<file path="src/rtl/hc139_scan_demux_if.sv">
// Bus bundle for hc139_scan_demux: disable/data inputs, select pair, channel outputs, frame strobe.
interface hc139_scan_demux_if #(
   parameter int unsigned WIDTH = 1
);
   logic             E;
   logic [WIDTH-1:0] D;
   logic             S1;
   logic             S0;
   logic [WIDTH-1:0] Q0;
   logic [WIDTH-1:0] Q1;
   logic [WIDTH-1:0] Q2;
   logic [WIDTH-1:0] Q3;
   logic             FRAME;

   // master drives disable and returned data; slave is the demultiplexer
   modport master (output E, D, input S1, S0, Q0, Q1, Q2, Q3, FRAME);
   modport slave  (input E, D, output S1, S0, Q0, Q1, Q2, Q3, FRAME);
endinterface

</file>
<file path="src/rtl/hc139_scan_demux.sv">
// Four-channel time-division demux: drives S1/S0, samples D after DWELL cycles into Q0..Q3, pulses FRAME per scan.
// Optional macro HC139_SCAN_CLEAR_ON_DISABLE_EN: when defined, Q0..Q3 clear while E=1; otherwise they hold.
module hc139_scan_demux #(
   parameter int unsigned WIDTH = 1,
   parameter int unsigned DWELL = 2
) (
   input logic                CLK,
   input logic                RST,
   hc139_scan_demux_if.slave  bus
);
   localparam int unsigned DCW = (DWELL > 1) ? $clog2(DWELL) : 1;

   logic [1:0]       r_sel;
   logic [DCW-1:0]   r_dcnt;
   logic [WIDTH-1:0] r_q [4];
   logic             r_frame;
   logic             w_last;

   // last dwell cycle on the current select code: sample now
   assign w_last = (r_dcnt == DCW'(DWELL - 1));

   always_ff @(posedge CLK or posedge RST) begin
      if (RST) begin
         r_sel   <= 2'd0;
         r_dcnt  <= '0;
         r_frame <= 1'b0;
         for (int i = 0; i < 4; i++) r_q[i] <= '0;
      end else begin
         r_frame <= 1'b0;
         if (bus.E) begin
            // halted: select parked on channel 0, disable beats any pending capture
            r_sel  <= 2'd0;
            r_dcnt <= '0;
`ifdef HC139_SCAN_CLEAR_ON_DISABLE_EN
            for (int i = 0; i < 4; i++) r_q[i] <= '0;
`endif
         end else if (w_last) begin
            r_q[r_sel] <= bus.D;
            r_dcnt     <= '0;
            r_sel      <= r_sel + 2'd1;
            r_frame    <= (r_sel == 2'd3);
         end else begin
            r_dcnt <= r_dcnt + DCW'(1);
         end
      end
   end

   assign bus.S1    = r_sel[1];
   assign bus.S0    = r_sel[0];
   assign bus.Q0    = r_q[0];
   assign bus.Q1    = r_q[1];
   assign bus.Q2    = r_q[2];
   assign bus.Q3    = r_q[3];
   assign bus.FRAME = r_frame;
endmodule

</file>
<file path="src/flat_wrapper.sv">
// flat-port wrapper written by rule: the top's interface ports become plain ports
module hc139_scan_demux_flat 
#(
   parameter int unsigned WIDTH = 1,
   parameter int unsigned DWELL = 2
)
  (CLK, RST, bus_E, bus_D, bus_S1, bus_S0, bus_Q0, bus_Q1, bus_Q2, bus_Q3, bus_FRAME);
  hc139_scan_demux_if #(.WIDTH(WIDTH)) bus_i ();
  input logic CLK;
  input logic RST;
  input wire logic [$bits(bus_i.E)-1:0] bus_E;
  input wire logic [$bits(bus_i.D)-1:0] bus_D;
  output wire logic [$bits(bus_i.S1)-1:0] bus_S1;
  output wire logic [$bits(bus_i.S0)-1:0] bus_S0;
  output wire logic [$bits(bus_i.Q0)-1:0] bus_Q0;
  output wire logic [$bits(bus_i.Q1)-1:0] bus_Q1;
  output wire logic [$bits(bus_i.Q2)-1:0] bus_Q2;
  output wire logic [$bits(bus_i.Q3)-1:0] bus_Q3;
  output wire logic [$bits(bus_i.FRAME)-1:0] bus_FRAME;
  assign bus_i.E = bus_E;
  assign bus_i.D = bus_D;
  assign bus_S1 = bus_i.S1;
  assign bus_S0 = bus_i.S0;
  assign bus_Q0 = bus_i.Q0;
  assign bus_Q1 = bus_i.Q1;
  assign bus_Q2 = bus_i.Q2;
  assign bus_Q3 = bus_i.Q3;
  assign bus_FRAME = bus_i.FRAME;
  hc139_scan_demux #(.WIDTH(WIDTH), .DWELL(DWELL)) u_core (.CLK(CLK), .RST(RST), .bus(bus_i));
endmodule
</file>
<file path="config.mk">
export PLATFORM = sky130hd
export DESIGN_NAME = hc139_scan_demux_flat
export DESIGN_NICKNAME = d
export VERILOG_FILES = /design/src/rtl/hc139_scan_demux_if.sv /design/src/rtl/hc139_scan_demux.sv /design/src/flat_wrapper.sv
export SDC_FILE = /design/constraint.sdc
export NUM_CORES = 1
export LEC_CHECK = 0
export BUFFER_PORTS_ARGS = -buffer_cell sky130_fd_sc_hd__buf_2
export CELL_PAD_IN_SITES_DETAIL_PLACEMENT = 1
export CELL_PAD_IN_SITES_GLOBAL_PLACEMENT = 2
export CORE_AREA = 2 2 39 41
export CTS_CLUSTER_SIZE = 25
export DETAILED_ROUTE_END_ITERATION = 8
export DIE_AREA = 0 0 41 43
export GPL_TIMING_DRIVEN = 0
export PLACE_DENSITY_LB_ADDON = 0.3
export SETUP_SLACK_MARGIN = 0.1
export SYNTH_ARGS = -nofsm -noshare
export SYNTH_HDL_FRONTEND = slang
export SYNTH_SLANG_ARGS = --single-unit
</file>
<file path="constraint.sdc">
create_clock -name CLK -period 3.3 [get_ports CLK]
set_clock_uncertainty 0.05 [all_clocks]
set_input_delay 0.495 -clock CLK [delete_from_list [all_inputs] [get_ports CLK]]
set_output_delay 0.495 -clock CLK [all_outputs]
set_load 0.01 [all_outputs]
</file>
==> results of run 1 <==
-- report_power, final --
| group | internal, mW | switching [mW] | total [mW] |
|---|---|---|---|
| logic | 0.0282 | 0.0260 | 0.0542 |
| registers | 0.114 | 0.00871 | 0.123 |
| clock network | 0.0416 | 0.0326 | 0.0741 |
-- path summary, 6_finish.rpt --
kind / from / to / slack, ns
max in group asynchronous: RST / u_core.bus.Q0 / 2.84
worst min register to register: u_core.bus.Q2 / u_core.bus.Q2 / 0.45
worst min-delay path: RST / u_core.bus.FRAME / 0.13
min in group CLK: bus_E / u_core.r_dcnt / 0.41
worst max-delay path: u_core.r_sel[0] / bus_S0 / 1.91
worst max register to register: u_core.r_sel[0] / u_core.bus.Q0 / 2.01
-- cell usage after synthesis --
cell and count:
nor2_1 3, inv_1 3, mux2_2 3, ha_1 4, mux2i_1 1, and3b_4 1
buf_2 1, nand3b_1 3, dfrtp_1 8, mux2_4 1, xnor2_1 1
-- final cells by class --
type | instances | area share (%)
multi-input combinational | 17 | 34.7
sequential | 8 | 42.3
tap | 16 | 4.23
buffer | 1 | 1.06
inverter | 3 | 2.38
timing repair buffer | 10 | 10.6
clock buffer | 3 | 4.76
-- cells by family after synthesis --
kind of cell | after synthesis
mux | 5
fa+ha+maj | 4
buf+inv | 4
xor+xnor | 1
simple gates | 7
flops | 8
-- metal layers --
layer / track usage (%) / share of wire (%) / vias up
li1: - / - / 119
met2: 12.5 / 45 / 11
met1: 10.2 / 46 / 109
met5: 0 / 0 / -
met3: 3.14 / 9.3 / 0
met4: 10.0 / 0 / 0
-- layout by cell type (no fill, tap or decap) --
| cell | n |
|---|---|
| xnor2_1 | 1 |
| and3b_4 | 1 |
| nand3b_1 | 3 |
| clkbuf_4 | 3 |
| mux2_4 | 1 |
| mux2_2 | 3 |
| inv_1 | 3 |
| dfrtp_1 | 8 |
| mux2i_1 | 1 |
| buf_2 | 11 |
| ha_1 | 4 |
| nor2_1 | 3 |
-- registers in the layout, summed over array words and instances (netlist names) --
register,cells
u_core.bus.FRAME,1
u_core.bus.Q0,1
u_core.bus.Q1,1
u_core.bus.Q2,1
u_core.bus.Q3,1
u_core.r_dcnt,1
u_core.r_sel,2
-- through the flow --
stage | std cells | power, mW
floorplan | 29 | 0.157
global placement | 55 | 0.178
CTS | 58 | 0.259
detailed placement | 55 | 0.181
finish | 58 | 0.251
global route | 58 | 0.271
==> impl_metrics.json, run 1 <==
{
  "synth-simple-area-share_pct": 12.2,
  "seq_area_frac_synth_pct": 52.6,
  "holdWs_ns": 0.127,
  "netlist_top_cells_area": "dfrtp_1 53%, ha_1 13%, mux2_2 8.9%",
  "status": "completed",
  "multiInputGateArea_um2": 164,
  "cp.depth": 1,
  "worst_setup_path_start_kind": "flop",
  "reg2reg_depth": 4,
  "rows": 14,
  "fmax_ghz": 0.719,
  "regArea_um2": 200,
  "cellPowerDensity_nw_per_um2": 531,
  "drive_gt1_share_pct": 45.2,
  "finalWorstSetupSlack_ns": 1.91,
  "drc": 0,
  "yosys.cell_types.count": 11,
  "crit_type": "flop to output pin",
  "ctsResizeCount": 0,
  "antenna_found_initial": 0,
  "ys_warn_count": 0,
  "synthCells": 29,
  "ys_seq_elements": 8,
  "gp_congestion": 0.684,
  "gr-total-overflow": 0,
  "tns_ns": 0,
  "post_cts_buffers": 0,
  "htree_levels": 1,
  "hold_viol": 0,
  "critPathSlowestCell": "dfrtp_1",
  "root_buffer": "clkbuf_4",
  "drt_iter0_drc": 0,
  "cp_max_fo": 5,
  "cap_violations": 0,
  "cp_top_family": "flip-flops",
  "final_area_um2": 473,
  "hp-class": "input pin to async pin",
  "routed_wl_um": 636,
  "slew_headroom_pct": 79.7,
  "hpwl_um": 493,
  "fin_util_pct": 34.2,
  "synth_nets": 37,
  "areaGrowthSynthToFinish_pct": 24.3,
  "fillers": 163,
  "numCtsBuffers": 3,
  "cts_tree": "built",
  "core_area_um2": 1380,
  "final_nets": 52,
  "crit_arrival_ns": 0.85,
  "rsz0062_at_grt": "no",
  "io_pins": 11,
  "start_util_pct": 27.5,
  "slowest_delay_ns": 0.43,
  "drv_slew": 0,
  "synth_top_area_share_pct": 52.6,
  "synth_compound_area_share_pct": 0,
  "clkLatencyLatePin_ns": 0.25,
  "first_global_vias": 247,
  "crit_required_ns": 2.75,
  "hold_buffers": 0,
  "portBuffers": 10,
  "place_area_um2": 450,
  "setup_viol_count_final": 0,
  "muxShareOfSynthArea_pct": 15.5,
  "n_antenna_cell": 0,
  "synth_top_area_cell": "dfrtp_1",
  "worst-path-buf-inv": 1,
  "netlist_area_um2": 380,
  "grt_max_degree": 9,
  "crit_chain": "buf_2",
  "tightest_slew_ns": 0.304,
  "grt_first_pass_wirelength_um": 986,
  "path_clk_slew_ns": 0.05,
  "grt_usage_pct": 9.31,
  "vias_per_cell": 4.12,
  "synth_top_family_by_area": "multiplexers",
  "peakVddDrop_mv": 0.140,
  "vias": 239,
  "die_area_um2": 1760,
  "avgRoutedWirePerCell_um": 11.0,
  "drtAntennaViolNets": 0,
  "syn_avg_cell_area_um2": 13.1,
  "fp.dieH_um": 43,
  "clock-sinks": 8,
  "fp.dieW_um": 41,
  "period_share_pct": 42.2,
  "preCtsSetupSlack_ns": 1.90,
  "leakage_nw": 0.247,
  "first_pass_iters": 1,
  "cts_buffer_depth": 2,
  "cp-end-kind": "output pin",
  "min_period_ns": 1.39,
  "synthAdderAreaFrac_pct": 13.2,
  "synth-xor-area-share_pct": 2.30
}
Note: power is estimated with default switching activity, not from simulation.
==> run 2, diff against run 1 <==
--- a/config.mk
+++ b/config.mk
@@ -8,10 +8,10 @@
 export BUFFER_PORTS_ARGS = -buffer_cell sky130_fd_sc_hd__buf_2
 export CELL_PAD_IN_SITES_DETAIL_PLACEMENT = 1
 export CELL_PAD_IN_SITES_GLOBAL_PLACEMENT = 2
-export CORE_AREA = 2 2 39 41
+export CORE_MARGIN = 2
+export CORE_UTILIZATION = 29
 export CTS_CLUSTER_SIZE = 25
 export DETAILED_ROUTE_END_ITERATION = 8
-export DIE_AREA = 0 0 41 43
 export GPL_TIMING_DRIVEN = 0
 export PLACE_DENSITY_LB_ADDON = 0.3
 export SETUP_SLACK_MARGIN = 0.1
==> constraint.sdc (replaced) <==
create_clock -name CLK -period 1.3 [get_ports CLK]
set_clock_uncertainty 0.05 [all_clocks]
set_input_delay 0.195 -clock CLK [delete_from_list [all_inputs] [get_ports CLK]]
set_output_delay 0.195 -clock CLK [all_outputs]
set_load 0.01 [all_outputs]
==> run 2 against run 1 <==
Flip-flop and latch count stayed put. Hold slack worse by 0.0064 ns. Count of clock-buffer cells in the layout grew 1. Global-route usage up 2.4 points. Die area down 8.3%. Non-clock buffer count increased by 3. Sequential power rose to 2.6 times the previous value. First-iteration DRC count is 4 higher.
==> impl_metrics.json, run 2 (synthesized netlist as in run 1, its figures left out) <==
{
  "cap_violations": 0,
  "holdWs_ns": 0.120,
  "htree_levels": 1,
  "first_pass_iters": 2,
  "rows": 13,
  "vias": 262,
  "use_met2_pct": 18.1,
  "grtUsageMet1_pct": 14.1,
  "clkLatencyLatePin_ns": 0.25,
  "grt_first_pass_wirelength_mm": 1.15,
  "setup_viol_count_final": 0,
  "antenna_found_initial": 0,
  "rrSetupSlack_ns": 0.04,
  "power_switching_mw": 0.186,
  "grt_usage_pct": 11.7,
  "use_met3_pct": 5.00,
  "final_common_cell": "buf_2",
  "cp-end-kind": "flop",
  "clock-sinks": 8,
  "intPower_mw": 0.506,
  "tightest_slew_ns": 0.323,
  "crit_required_ns": 1.39,
  "drc": 0,
  "hold_viol": 0,
  "drv_slew": 0,
  "power_frac_seq_pct": 45.8,
  "drive_gt1_share_pct": 60.9,
  "areaGrowthSynthToFinish_pct": 37.2,
  "busiest_layer": "met2",
  "status": "completed",
  "tns_ns": 0,
  "vias_per_cell": 4.30,
  "hp-class": "input pin to flop",
  "period_share_pct": 96.9,
  "largest-register": "u_core.r_sel",
  "fp.dieH_um": 40.2,
  "min_period_ns": 1.26,
  "numCtsBuffers": 3,
  "first_global_vias": 254,
  "final_nets": 55,
  "n_antenna_cell": 0,
  "fin_util_pct": 41.1,
  "largest_register_ffs": 2,
  "finalWorstSetupSlack_ns": 0.0398,
  "drt_iter0_drc": 4,
  "gp_congestion": 0.654,
  "p_sw_share_pct": 26.8,
  "rsz0062_at_grt": "yes",
  "slew_headroom_pct": 78.4,
  "portBuffers": 10,
  "clockPowerShare_pct": 29.6,
  "routed_wl_um": 794,
  "drtAntennaViolNets": 0,
  "cts_buffer_depth": 2,
  "root_buffer": "clkbuf_4",
  "peakVddDrop_mv": 0.464,
  "core_area_um2": 1270,
  "r2r-start": "u_core.r_sel[0]",
  "fmax_ghz": 0.794,
  "p_comb_share_pct": 24.6,
  "grt_max_degree": 9,
  "hold_end": "u_core.r_sel[0]",
  "io_pins": 11,
  "start_util_pct": 30.0,
  "crit_arrival_ns": 1.35,
  "reg2reg_to": "u_core.bus.Q3",
  "reg2reg_depth": 3,
  "preCtsSetupSlack_ns": 0.00461,
  "layout_common_cells": "11 x buf_2, 6 x dfrtp_1, 4 x mux2_4",
  "cellPowerDensity_nw_per_um2": 1330,
  "cp_max_fo": 5,
  "hold_start": "bus_E",
  "leakage_nw": 0.270,
  "avgRoutedWirePerCell_um": 13.0,
  "die_area_um2": 1620,
  "gr-total-overflow": 0,
  "crit_type": "flop to flop",
  "worst_setup_path_start_kind": "flop",
  "cts_tree": "built",
  "holdPathStages": 2,
  "path_clk_slew_ns": 0.06,
  "fp.dieW_um": 40.2
}
[run 2: cell types whose count changed in the layout (fill, tap and decap cells not counted), sizes merged]
cell / before / now
buf: 11 / 13
clkbuf: 3 / 4
dlygate4sd3: 0 / 1
[run 2: final cells by class]
| type | count | area, um2 |
|---|---|---|
| clock buffer | 4 | 26.3 |
| buffer | 1 | 5.00 |
| sequential | 8 | 203 |
| tap | 15 | 18.8 |
| fill | 142 | 747 |
| inverter | 3 | 11.3 |
| timing repair buffer | 13 | 75.1 |
| multi-input combinational | 17 | 183 |
[run 2: per-stage QoR]
step / area, um2 / total power, mW / std cells
after CTS: 520 / 0.705 / 61
after global routing: 522 / 0.744 / 61
after floorplan: 400 / 0.420 / 29
final: 522 / 0.692 / 61
after detailed placement: 469 / 0.482 / 54
after global placement: 469 / 0.474 / 54
[run 2: worst max-delay path by stage]
stage | start | end | slack (ns) | cells after the start
2_1_floorplan | u_core.r_sel[1] | u_core.bus.Q3 | 0.04 | 3
3_3_place_gp | u_core.r_sel[0] | u_core.bus.Q3 | 0.05 | 3
3_5_place_dp | u_core.r_sel[1] | u_core.bus.Q0 | 0.005 | 4
4_1_cts | u_core.r_sel[1] | u_core.bus.Q3 | 0.03 | 3
5_1_grt | u_core.r_sel[1] | u_core.bus.Q1 | -0.002 | 4
6_report | u_core.r_sel[0] | u_core.bus.Q3 | 0.04 | 3
[run 2: what timing repair did]
action | CTS | global route
pin swaps | 0 | 0
hold buffers | 1 | 0
gates cloned | 0 | 0
gates resized for setup | 1 | 1
endpoints found under the hold margin | 8 | 0
setup endpoints to repair | 4 | 5
setup buffers | 2 | 0
[run 2: layer usage]
metal  vias up  share of wire [%]
met5         -                  0
met3         0                6.5
li1        127                  -
met1       124                 46
met4         0                  0
met2        11                 48
[run 2: worst max-delay path, stage by stage (launching register included)]
cell,delay (ns)
dfrtp_2,0.44
ha_2,0.18
and3b_4,0.19
mux2_4,0.29
[run 2: power by group through the flow]
stage / sequential, mW / combinational [mW] / clock, mW
finish: 0.317 / 0.170 / 0.205
global route: 0.321 / 0.191 / 0.232
CTS: 0.317 / 0.172 / 0.216
detailed placement: 0.322 / 0.161 / 0
global placement: 0.318 / 0.155 / 0
floorplan: 0.338 / 0.0820 / 0
==> run 3, diff against run 2 <==
==> constraint.sdc (replaced) <==
create_clock -name CLK -period 1.3 [get_ports CLK]
set_clock_uncertainty 0.05 [all_clocks]
set_input_delay 0.195 -clock CLK [delete_from_list [all_inputs] [get_ports CLK]]
set_output_delay 0.195 -clock CLK [all_outputs]
set_load 0.1 [all_outputs]
==> run 3 against run 2 <==
The flow now finishes with violations (setup timing). Routed wire length decreased by 14%. First-iteration DRC count decreased by 100%. Flip-flop and latch count unchanged. Global-route usage decreased by 0.27 points. Sequential share of layout area decreased by 1.5 points. Final cell count decreased by 4.9%. Combinational power increased to 2.7 times the previous value. Final area increased by 6.7%. Largest power group is now combinational logic. Non-clock buffer count decreased by 2. Largest cell class is now multi-input combinational cells. Via count decreased by 2.3%.
==> impl_metrics.json, run 3 (synthesized netlist as in run 1, its figures left out) <==
{
  "die_area_um2": 1620,
  "cp_max_fo": 5,
  "period_share_pct": 102,
  "fillers": 132,
  "n_antenna_cell": 0,
  "path_clk_slew_ns": 0.05,
  "avgRoutedWirePerCell_um": 11.8,
  "largest_register_ffs": 2,
  "routed_wl_um": 686,
  "antenna_found_initial": 0,
  "hpwl_um": 507,
  "fp.dieW_um": 40.2,
  "io_pins": 11,
  "grt_usage_pct": 11.4,
  "busiest_layer": "met1",
  "clkLatencyLatePin_ns": 0.25,
  "final_area_um2": 557,
  "grt_first_pass_wirelength_mm": 1.07,
  "finalPower_mw": 0.977,
  "worst-path-buf-inv": 0,
  "gp_congestion": 0.674,
  "hold_viol": 0,
  "worst_setup_path_start_kind": "flop",
  "grtUsageMet1_pct": 14.3,
  "cellPowerDensity_nw_per_um2": 1750,
  "crit_required_ns": 1.39,
  "leakage_nw": 0.258,
  "drive_gt1_share_pct": 62.8,
  "start_util_pct": 30.0,
  "final_common_cell": "buf_4",
  "final_nets": 53,
  "fp.dieH_um": 40.2,
  "largest-register": "u_core.r_sel",
  "cp-end-kind": "flop",
  "fmax_ghz": 0.756,
  "use_met2_pct": 13.3,
  "tightest_slew_ns": 0.300,
  "crit_chain": "ha_4 -> and3b_4 -> mux2_4",
  "crit_type": "flop to flop",
  "drv_slew": 0,
  "status": "complete, but fails checks",
  "violations": "setup timing",
  "peakVddDrop_mv": 0.693,
  "crit_arrival_ns": 1.41,
  "htree_levels": 1,
  "gr-total-overflow": 0,
  "rows": 13,
  "drc": 0,
  "first_pass_iters": 1,
  "finalWorstSetupSlack_ns": -0.0223,
  "core_area_um2": 1270,
  "cap_violations": 0,
  "post_cts_buffers": 0,
  "place_area_um2": 475,
  "holdWs_ns": 0.122,
  "root_buffer": "clkbuf_4",
  "slowest_delay_ns": 0.52,
  "first_global_vias": 236,
  "setup_viol_count_final": 2,
  "cts_buffer_depth": 2,
  "rsz0062_at_grt": "yes",
  "cp_top_family": "flip-flops",
  "portBuffers": 10,
  "hp-class": "input pin to flop",
  "areaGrowthSynthToFinish_pct": 46.4,
  "layout_common_cells": "7 x buf_4, 6 x dfrtp_1, 4 x buf_2",
  "critPathSlowestCell": "dfrtp_4",
  "clock-sinks": 8,
  "grt_max_degree": 9,
  "vias_per_cell": 4.41,
  "cts_tree": "built",
  "min_period_ns": 1.32,
  "drt_iter0_drc": 0,
  "numCtsBuffers": 3,
  "slew_headroom_pct": 80.0,
  "preCtsSetupSlack_ns": -0.00696,
  "vias": 256,
  "use_met3_pct": 6.67,
  "drtAntennaViolNets": 0
}
## run 3: changes by cell type in the layout (fill, tap and decap cells not counted), sizes merged
cell / previous run / this run
buf: 13 / 11
clkbuf: 4 / 3
## run 3: path summary, 6_finish.rpt
path	end	cells after the start	slack [ns]	startpoint
max in group asynchronous	u_core.r_sel[0]	3	0.56	RST
worst min-delay path	u_core.r_dcnt	2	0.12	bus_E
worst max-delay path	u_core.bus.Q3	3	-0.02	u_core.r_sel[0]
worst max register to register	u_core.bus.Q3	3	-0.02	u_core.r_sel[0]
worst min register to register	u_core.bus.Q0	1	0.47	u_core.bus.Q0
min in group asynchronous	u_core.bus.Q0	3	0.38	RST
## run 3: what timing repair did
action	in CTS	in global routing
pin swaps	0	1
gates resized for setup	9	4
endpoints found under the hold margin	8	0
endpoints found under the setup margin	11	6
hold buffers	1	0
## run 3: per-stage QoR
stage               std cells  util [%]  TNS (ns)
floorplan                  29         -    -0.602
global placement           54      37.5         0
detailed placement         54      37.5  -0.00696
CTS                        58      42.4   -0.0121
global route               58      43.9    -0.155
finish                     58      43.9   -0.0239
## run 3: power by group
| group | internal, mW | switching, mW |
|---|---|---|
| logic | 0.113 | 0.345 |
| clock network | 0.106 | 0.0874 |
| registers | 0.294 | 0.0323 |
| total | 0.512 | 0.465 |
## run 3: area by class of cell
type | count | area (um2) | share of cell area [%]
clock buffer | 3 | 22.5 | 4.04
multi-input combinational | 17 | 211 | 38.0
buffer | 1 | 5.00 | 0.899
inverter | 3 | 13.8 | 2.47
tap | 15 | 18.8 | 3.37
timing repair buffer | 11 | 77.6 | 13.9
sequential | 8 | 208 | 37.3
## run 3: metal layers
metal,vias to the layer above,part of all wire (%)
met5,-,0
met4,0,2.8
met3,2,4.7
met2,8,46
met1,123,46
li1,123,-
